--- config.mk ---
export PLATFORM = sky130hd
export DESIGN_NAME = shared_sub_arb
export DESIGN_NICKNAME = d
export VERILOG_FILES = /design/src/rtl/shared_sub_arb_pkg.sv /design/src/rtl/shared_sub_arb_sub_unit.sv /design/src/rtl/shared_sub_arb.sv
export SDC_FILE = /design/constraint.sdc
export NUM_CORES = 1
export LEC_CHECK = 0
export BUFFER_PORTS_ARGS = -buffer_cell sky130_fd_sc_hd__clkbuf_2
export CAP_MARGIN = 20
export CORE_ASPECT_RATIO = 1.4
export CORE_MARGIN = 2
export CORE_UTILIZATION = 40
export DETAILED_ROUTE_END_ITERATION = 8
export SLEW_MARGIN = 20
export SYNTH_ARGS = -nofsm -noshare
export SYNTH_HDL_FRONTEND = slang
export SYNTH_SLANG_ARGS = --single-unit
--- constraint.sdc ---
create_clock -name clk -period 2.8 [get_ports clk]
set_input_delay 0.28 -clock clk [delete_from_list [all_inputs] [get_ports clk]]
set_output_delay 0.28 -clock clk [all_outputs]
set_load 0.05 [all_outputs]
--- src/rtl/shared_sub_arb_pkg.sv ---
// sub_pkg: shared types and constants for the shared subtractor arbiter.
// Holds the FSM state encoding, the requester-id type and the default
// operand width used by shared_sub_arb and sub_unit.
package sub_pkg;

  // Default operand / difference width in bits.
  localparam int unsigned SUB_WIDTH_DEFAULT = 4;

  // Controller states: waiting for a request, computing, presenting result.
  typedef enum logic [1:0] {
    IDLE = 2'd0,
    EXEC = 2'd1,
    RESP = 2'd2
  } state_e;

  // Identifies which of the two requesters owns an operation.
  typedef logic req_id_t;

  localparam req_id_t REQ0 = 1'b0;
  localparam req_id_t REQ1 = 1'b1;

  // Pick the requester that did not win last time (round-robin helper).
  function automatic req_id_t other_req(input req_id_t last);
    other_req = (last == REQ1) ? REQ0 : REQ1;
  endfunction

endpackage

--- src/rtl/shared_sub_arb_sub_unit.sv ---
// sub_unit: purely combinational WIDTH-bit subtractor with borrow in/out.
// diff = (a - b - bin) mod 2^WIDTH; bor = 1 when a < b + bin (unsigned).
module sub_unit
  import sub_pkg::*;
#(
  parameter int unsigned WIDTH = SUB_WIDTH_DEFAULT
) (
  input  logic [WIDTH-1:0] a_i,
  input  logic [WIDTH-1:0] b_i,
  input  logic             bin_i,
  output logic [WIDTH-1:0] diff_o,
  output logic             bor_o
);

  // One extra bit catches the borrow: b + bin never exceeds 2^WIDTH, so the
  // top bit of the zero-extended difference is set exactly when it underflows.
  logic [WIDTH:0] ext_s;

  // Extended subtraction and split into difference and borrow-out.
  always_comb begin
    ext_s  = {1'b0, a_i} - {1'b0, b_i} - {{WIDTH{1'b0}}, bin_i};
    diff_o = ext_s[WIDTH-1:0];
    bor_o  = ext_s[WIDTH];
  end

endmodule

--- src/rtl/shared_sub_arb.sv ---
// shared_sub_arb: two requesters time-share one subtract unit.
// One operation in flight: IDLE accepts, EXEC computes from registered
// operands, RESP holds the result until the consumer takes it.
// Optional feature macro: SHARED_SUB_ARB_RR_EN
//   defined   -> round-robin on contention (last-served pointer kept)
//   undefined -> fixed priority, requester 0 always wins contention
module shared_sub_arb
  import sub_pkg::*;
#(
  parameter int unsigned WIDTH = SUB_WIDTH_DEFAULT
) (
  input  logic             clk,
  input  logic             rst,
  input  logic             req0_valid,
  output logic             req0_ready,
  input  logic [WIDTH-1:0] req0_a,
  input  logic [WIDTH-1:0] req0_b,
  input  logic             req0_bin,
  input  logic             req1_valid,
  output logic             req1_ready,
  input  logic [WIDTH-1:0] req1_a,
  input  logic [WIDTH-1:0] req1_b,
  input  logic             req1_bin,
  output logic             rsp_valid,
  input  logic             rsp_ready,
  output logic             rsp_id,
  output logic [WIDTH-1:0] rsp_diff,
  output logic             rsp_bor
);

  state_e           state_q, state_d;

  // Captured operands of the accepted request.
  logic [WIDTH-1:0] op_a_q, op_a_d;
  logic [WIDTH-1:0] op_b_q, op_b_d;
  logic             op_bin_q, op_bin_d;
  req_id_t          op_id_q, op_id_d;

  // Result registers; they keep the last result after RESP is left.
  logic [WIDTH-1:0] rsp_diff_q, rsp_diff_d;
  logic             rsp_bor_q, rsp_bor_d;
  req_id_t          rsp_id_q, rsp_id_d;

  // Arbitration and datapath helpers.
  req_id_t          grant_s;
  logic             rdy0_s, rdy1_s;
  logic             accept_s;
  logic [WIDTH-1:0] diff_s;
  logic             bor_s;

`ifdef SHARED_SUB_ARB_RR_EN
  req_id_t          last_q, last_d;
`endif

  // Choose which requester is offered the unit; only depends on valids
  // (and the pointer), never on rsp_ready.
  always_comb begin
    grant_s = REQ0;
    if (req0_valid && req1_valid) begin
`ifdef SHARED_SUB_ARB_RR_EN
      grant_s = other_req(last_q);
`else
      grant_s = REQ0;
`endif
    end else if (req1_valid) begin
      grant_s = REQ1;
    end else begin
      grant_s = REQ0;
    end
  end

  // Next-state, capture and handshake logic of the controller.
  always_comb begin
    state_d    = state_q;
    op_a_d     = op_a_q;
    op_b_d     = op_b_q;
    op_bin_d   = op_bin_q;
    op_id_d    = op_id_q;
    rsp_diff_d = rsp_diff_q;
    rsp_bor_d  = rsp_bor_q;
    rsp_id_d   = rsp_id_q;
    rdy0_s     = 1'b0;
    rdy1_s     = 1'b0;
    accept_s   = 1'b0;
    case (state_q)
      IDLE: begin
        rdy0_s   = req0_valid && (grant_s == REQ0);
        rdy1_s   = req1_valid && (grant_s == REQ1);
        accept_s = rdy0_s || rdy1_s;
        if (accept_s) begin
          if (grant_s == REQ1) begin
            op_a_d   = req1_a;
            op_b_d   = req1_b;
            op_bin_d = req1_bin;
          end else begin
            op_a_d   = req0_a;
            op_b_d   = req0_b;
            op_bin_d = req0_bin;
          end
          op_id_d = grant_s;
          state_d = EXEC;
        end else begin
          state_d = IDLE;
        end
      end
      EXEC: begin
        rsp_diff_d = diff_s;
        rsp_bor_d  = bor_s;
        rsp_id_d   = op_id_q;
        state_d    = RESP;
      end
      RESP: begin
        if (rsp_ready) begin
          state_d = IDLE;
        end else begin
          state_d = RESP;
        end
      end
      default: begin
        state_d = IDLE;
      end
    endcase
  end

`ifdef SHARED_SUB_ARB_RR_EN
  // Pointer follows every accepted request.
  always_comb begin
    if (accept_s) begin
      last_d = grant_s;
    end else begin
      last_d = last_q;
    end
  end

  // Last-served pointer register; reset to requester 1 so requester 0
  // wins the first contention.
  always_ff @(posedge clk) begin
    if (rst) begin
      last_q <= REQ1;
    end else begin
      last_q <= last_d;
    end
  end
`endif

  // State, operand and result registers with synchronous reset.
  always_ff @(posedge clk) begin
    if (rst) begin
      state_q    <= IDLE;
      op_a_q     <= {WIDTH{1'b0}};
      op_b_q     <= {WIDTH{1'b0}};
      op_bin_q   <= 1'b0;
      op_id_q    <= REQ0;
      rsp_diff_q <= {WIDTH{1'b0}};
      rsp_bor_q  <= 1'b0;
      rsp_id_q   <= REQ0;
    end else begin
      state_q    <= state_d;
      op_a_q     <= op_a_d;
      op_b_q     <= op_b_d;
      op_bin_q   <= op_bin_d;
      op_id_q    <= op_id_d;
      rsp_diff_q <= rsp_diff_d;
      rsp_bor_q  <= rsp_bor_d;
      rsp_id_q   <= rsp_id_d;
    end
  end

  // The single shared subtract unit, fed only from captured operands.
  sub_unit #(
    .WIDTH (WIDTH)
  ) u_sub_unit (
    .a_i    (op_a_q),
    .b_i    (op_b_q),
    .bin_i  (op_bin_q),
    .diff_o (diff_s),
    .bor_o  (bor_s)
  );

  assign req0_ready = rdy0_s;
  assign req1_ready = rdy1_s;
  assign rsp_valid  = (state_q == RESP);
  assign rsp_id     = rsp_id_q;
  assign rsp_diff   = rsp_diff_q;
  assign rsp_bor    = rsp_bor_q;

endmodule

Word-level counts from Yosys, hierarchy flattened
Index checks and enable logic that the tools add are counted.

operators by class
  add/sub/neg operators = 2
  equality and inequality tests = 2
  mux-type cells = 10
  bitwise operators = 1
  reduce and logical (&&, ||, !) cells = 6

operator list
  cell                                                                    number
  4-bit 2-to-1 mux                                                        2
  1-bit 2-to-1 mux                                                        6
  2-bit case mux with 3 select lines                                      1
  4-bit by 4-bit subtractor with 5-bit output                             1
  5-bit by 1-bit subtractor with 5-bit output                             1
  1-bit logical AND                                                       3
  2-bit by 1-bit equality test with 1-bit output (second input constant)  1
  2-bit equality test (second input constant)                             1
  2-bit zero test                                                         1
  2-bit 2-to-1 mux                                                        1
  2-bit AND reduction                                                     1
  1-bit logical OR                                                        1
  1-bit NOT                                                               1

storage, ports and cells
  register bits after elaboration = 18
  input port bits = 23
  word-level logic and storage cells = 29

Logic depth before layout (Yosys ltp)
  word-level depth = 7
  depth in mapped cells = 7

Modules after synthesis
Synthesis repeated with hierarchy kept, for this count alone.

second synthesis, totals
  cell total of the unflattened synthesis = 112
  area, all modules = 1,029.7 sq um

by module, submodules not included
  module          instances  cells an instance  area an instance (sq um)  seq. area each (sq um)
  shared_sub_arb  1          88                 822.0                     360.3
  sub_unit        1          24                 207.7                     0.0

Worst setup path after synthesis
Ideal clock, no wire load.

  path type = input port to output port
  start point = input req1_valid
  end point = output req1_ready
  data arrival time = 1,744 ps
  setup slack = 776 ps
  cell stages on the path = 3
  buffers on the path = 1
  path through = or2b_1 buf_2 nor3_1

on the way
  cells in the longest elaborated chain, start to end = 4

RTL lines
  what                                                   RTL line                                    source
  from (decl)                                            shared_sub_arb.sv:19                        input logic req1_valid,
  1-bit 2-to-1 mux or 1-bit logical AND (tied branches)  shared_sub_arb.sv:65, shared_sub_arb.sv:59
  1-bit 2-to-1 mux                                       shared_sub_arb.sv:59                        if (req0_valid && req1_valid) begin
  1-bit logical AND *                                    shared_sub_arb.sv:88                        rdy1_s = req1_valid && (grant_s == REQ1);
  1-bit 2-to-1 mux *                                     shared_sub_arb.sv:85                        case (state_q)
  to (decl)                                              shared_sub_arb.sv:20                        output logic req1_ready,

Every way passes the cells marked *; elsewhere a longest branch is shown, timed or not.

Final worst setup path
  start point = register op_b_q[0]
  end point = register rsp_diff_q[3] (netlist: rsp_diff[3])

on the way
  cells in the longest elaborated chain, start to end = 2

RTL lines
  what                                         RTL line                       source
  from (decl)                                  shared_sub_arb.sv:35           logic [WIDTH-1:0] op_b_q, op_b_d;
  from (signal assigned)                       shared_sub_arb.sv:151          op_b_q <= {WIDTH{1'b0}};
  from (signal assigned)                       shared_sub_arb.sv:160          op_b_q <= op_b_d;
  4-bit by 4-bit subtractor with 5-bit output  shared_sub_arb_sub_unit.sv:21  ext_s = {1'b0, a_i} - {1'b0, b_i} - {{WIDTH{1'b0}}, bin_i};
  5-bit by 1-bit subtractor with 5-bit output  shared_sub_arb_sub_unit.sv:21
  to (signal assigned)                         shared_sub_arb.sv:154          rsp_diff_q <= {WIDTH{1'b0}};
  to (signal assigned)                         shared_sub_arb.sv:163          rsp_diff_q <= rsp_diff_d;
  to (decl)                                    shared_sub_arb.sv:40           logic [WIDTH-1:0] rsp_diff_q, rsp_diff_d;

No other way between the ends.
A chain may end at the register's enable or synchronous reset.

==> metrics.cfg <==
[placed_design]
detailedPlace.worstSlack_ns=0.8941
post-dp-hpwl_um=1435
io_buffers=31
place.gp.congestion=0.7718
placed_cells=166

[pwr]
power.switching_uw=252.4
ir_worst_vdd_mv=0.3177
p_comb_share_pct=36.0
p_clk_share_pct=21.8
leakage_uw=0.0005692
finalPower_uw=723.4
p_int_uw=471.0
switching_share_pct=34.89
p_seq_share_pct=42.2
power_density_mw_per_mm2=589.3

[setup_path]
cpMaxStageDelayCell=fa_1
reg2reg_slack_ns=0.89
worst_setup_path_end_kind=flop
crit_family=adder cells
cp_slowest_stage_delay_ns=0.52
critPathBufInv=2
critical_path_depth=7
cp_max_fo=2
r2r-end=rsp_diff[3]
cp-start-kind=flop
rr_worst_depth=7
crit_type=flop to flop
worstReg2RegStart=op_b_q[0]
cpMostUsedCell=inv_1
cp.arrival_ns=2.10
path_cells=inv_1, fa_1, inv_1, ha_1, o21ai_0, a2111oi_0, a311o_1
cp.required_ns=2.99

[routing]
wl_per_cell_um=10.80
routed_wl_um=1836
ant_nets=0
drtPass1Iterations=4
drtIter0Drc=7
vias_per_cell=4.806
drc=0
vias=817

[layout]
diodes=0
layout-area-overhead-vs-synth_pct=18.77
stdcell_count=170
drive_gt1_share_pct=33.82
fin_nets=168
fillerInstances=251

[logic_synthesis]
synth_commonest_cells=18 x dfxtp_1, 13 x a21oi_1, 10 x inv_1
async_flop_share_pct=0
ys_warn_count=0
avgSynthCellArea_um2=9.659
synthesis.nets=138
seq_area_frac_synth_pct=34.87
ys_types=27
synth.most_common_cell=dfxtp_1
synthTopCellsByArea=dfxtp_1 35%, a211oi_2 11%, mux2i_1 8.7%
synth_area_leader_cell=dfxtp_1
synth-edff-count=0
synth_top_flop_cell=dfxtp_1
netlist_area_mm2=0.001033
synth-seq-cells=18
syn_inst=107
synth_top_area_share_pct=34.87

[hold_path]
whs_endpoint=state_q[1]
hp-class=input pin to flop
hold_depth=3
worstHoldStart=rsp_ready

[floorplan]
initial_core_util_pct=42.75
die-area_mm2=0.003012
ioPinCount=32
num_rows=21
core_mm2=0.002417
dieWidth_um=46.96
die_y_um=64.15

[cts]
clock_latency_ns=0.29
clockRootBuffer=clkbuf_4
cts_buffers=3
ctsHoldBuffers=0
cts_tree=built
cts_setup_buffers=0
htreeDepth=1
clock_path_buffers=2
path_clk_slew_ns=0.10
cts_resized=0
clock-sinks=18

[timing]
rsz0062_at_grt=no
drv_slew=0
layout_min_cycle_time_ns=1.908
fin_ws_ns=0.8921
period_share_pct=68.14
finalSetupViolations=0
fmax_mhz=524.1
tns_ns=0
slew_headroom_pct=61.60
fin_skew_ns=0.001553
whs_ns=0.2434
worst_pin_slew_ns=0.5748
hold_viol=0

[grt]
grt_pass1_wl_um=3270
overflow=0
antenna_found_initial=0
grt_max_degree=21
grt_usage_pct=14.64
grt_pass1_vias=778

[status]
outcome=complete, no violations

[job]
drv_cap=0

==> state kept, by name, indices dropped and copies added, names as in the netlist <==
register	flops
op_a_q	4
op_b_q	4
rsp_diff	4
state_q	2
op_bin_q	1
op_id_q	1
rsp_bor	1
rsp_id	1
==> worst max-delay path by stage <==
stage | from | end | slack (ns)
final | op_b_q[0] | rsp_diff[3] | 0.89
after global placement | op_b_q[0] | rsp_diff[3] | 0.95
after CTS | op_b_q[0] | rsp_diff[3] | 0.88
after global routing | op_b_q[0] | rsp_bor | 0.77
after floorplan | req1_valid | req1_ready | 0.78
after detailed placement | op_b_q[0] | rsp_diff[3] | 0.89
==> final cells by class <==
type	instances	area (um2)	area share, %
inverters	10	37.54	3.058
multi-input cells	72	588.1	47.91
well taps	34	42.54	3.466
flip-flops and latches	18	360.3	29.36
clock buffers	4	36.28	2.956
repair buffers	32	162.7	13.25
==> metal layers <==
metal,global-route usage [%],up-vias,share of wire [%]
met5,0,-,0
met4,7.292,0,2.2
met3,2.542,5,4.1
met2,23.12,21,47
met1,18.32,359,47
li1,-,432,-
==> power by group through the flow <==
stage	registers, uW	logic [uW]	clock network, uW
global placement	310	261	0
finish	306	260	158
floorplan	343	179	0
detailed placement	311	263	0
CTS	306	264	163
global route	310	295	174
==> kinds of logic after synthesis <==
family          synth area share, %
mux                           8.717
xor+xnor                      1.695
compound gates                23.00
flops                         34.87
fa+ha+maj                     11.14
simple gates                  12.35
buf+inv                       8.232
==> worst reg2reg max path, cell delays in order, from the launching register on <==
cell and delay, ns:
dfxtp_1 0.35, inv_1 0.06, fa_1 0.52, inv_1 0.04, ha_1 0.16, o21ai_0 0.20, a2111oi_0 0.14, a311o_1 0.34
==> cell usage in the layout, fill, tap and decap left out, types with 2 or more instances in the layout <==
cell	n
ha_1	6
dfxtp_1	18
a211oi_2	9
nor3_1	2
a21oi_1	13
nor2b_1	4
o21ai_0	2
mux2i_1	9
clkbuf_2	31
nor2_1	4
clkbuf_4	3
nand2_1	4
nand2b_1	2
nor3b_1	2
a211oi_1	2
inv_1	10
xnor2_1	2
fa_1	2
==> per-stage QoR <==
stage                     util [%]  area [um2]
after global routing         50.78        1227
after CTS                    50.78        1227
final                        50.78        1227
after floorplan                  -        1033
after global placement       49.28        1191
after detailed placement     49.28        1191
Power figures use the tool's default switching activity.
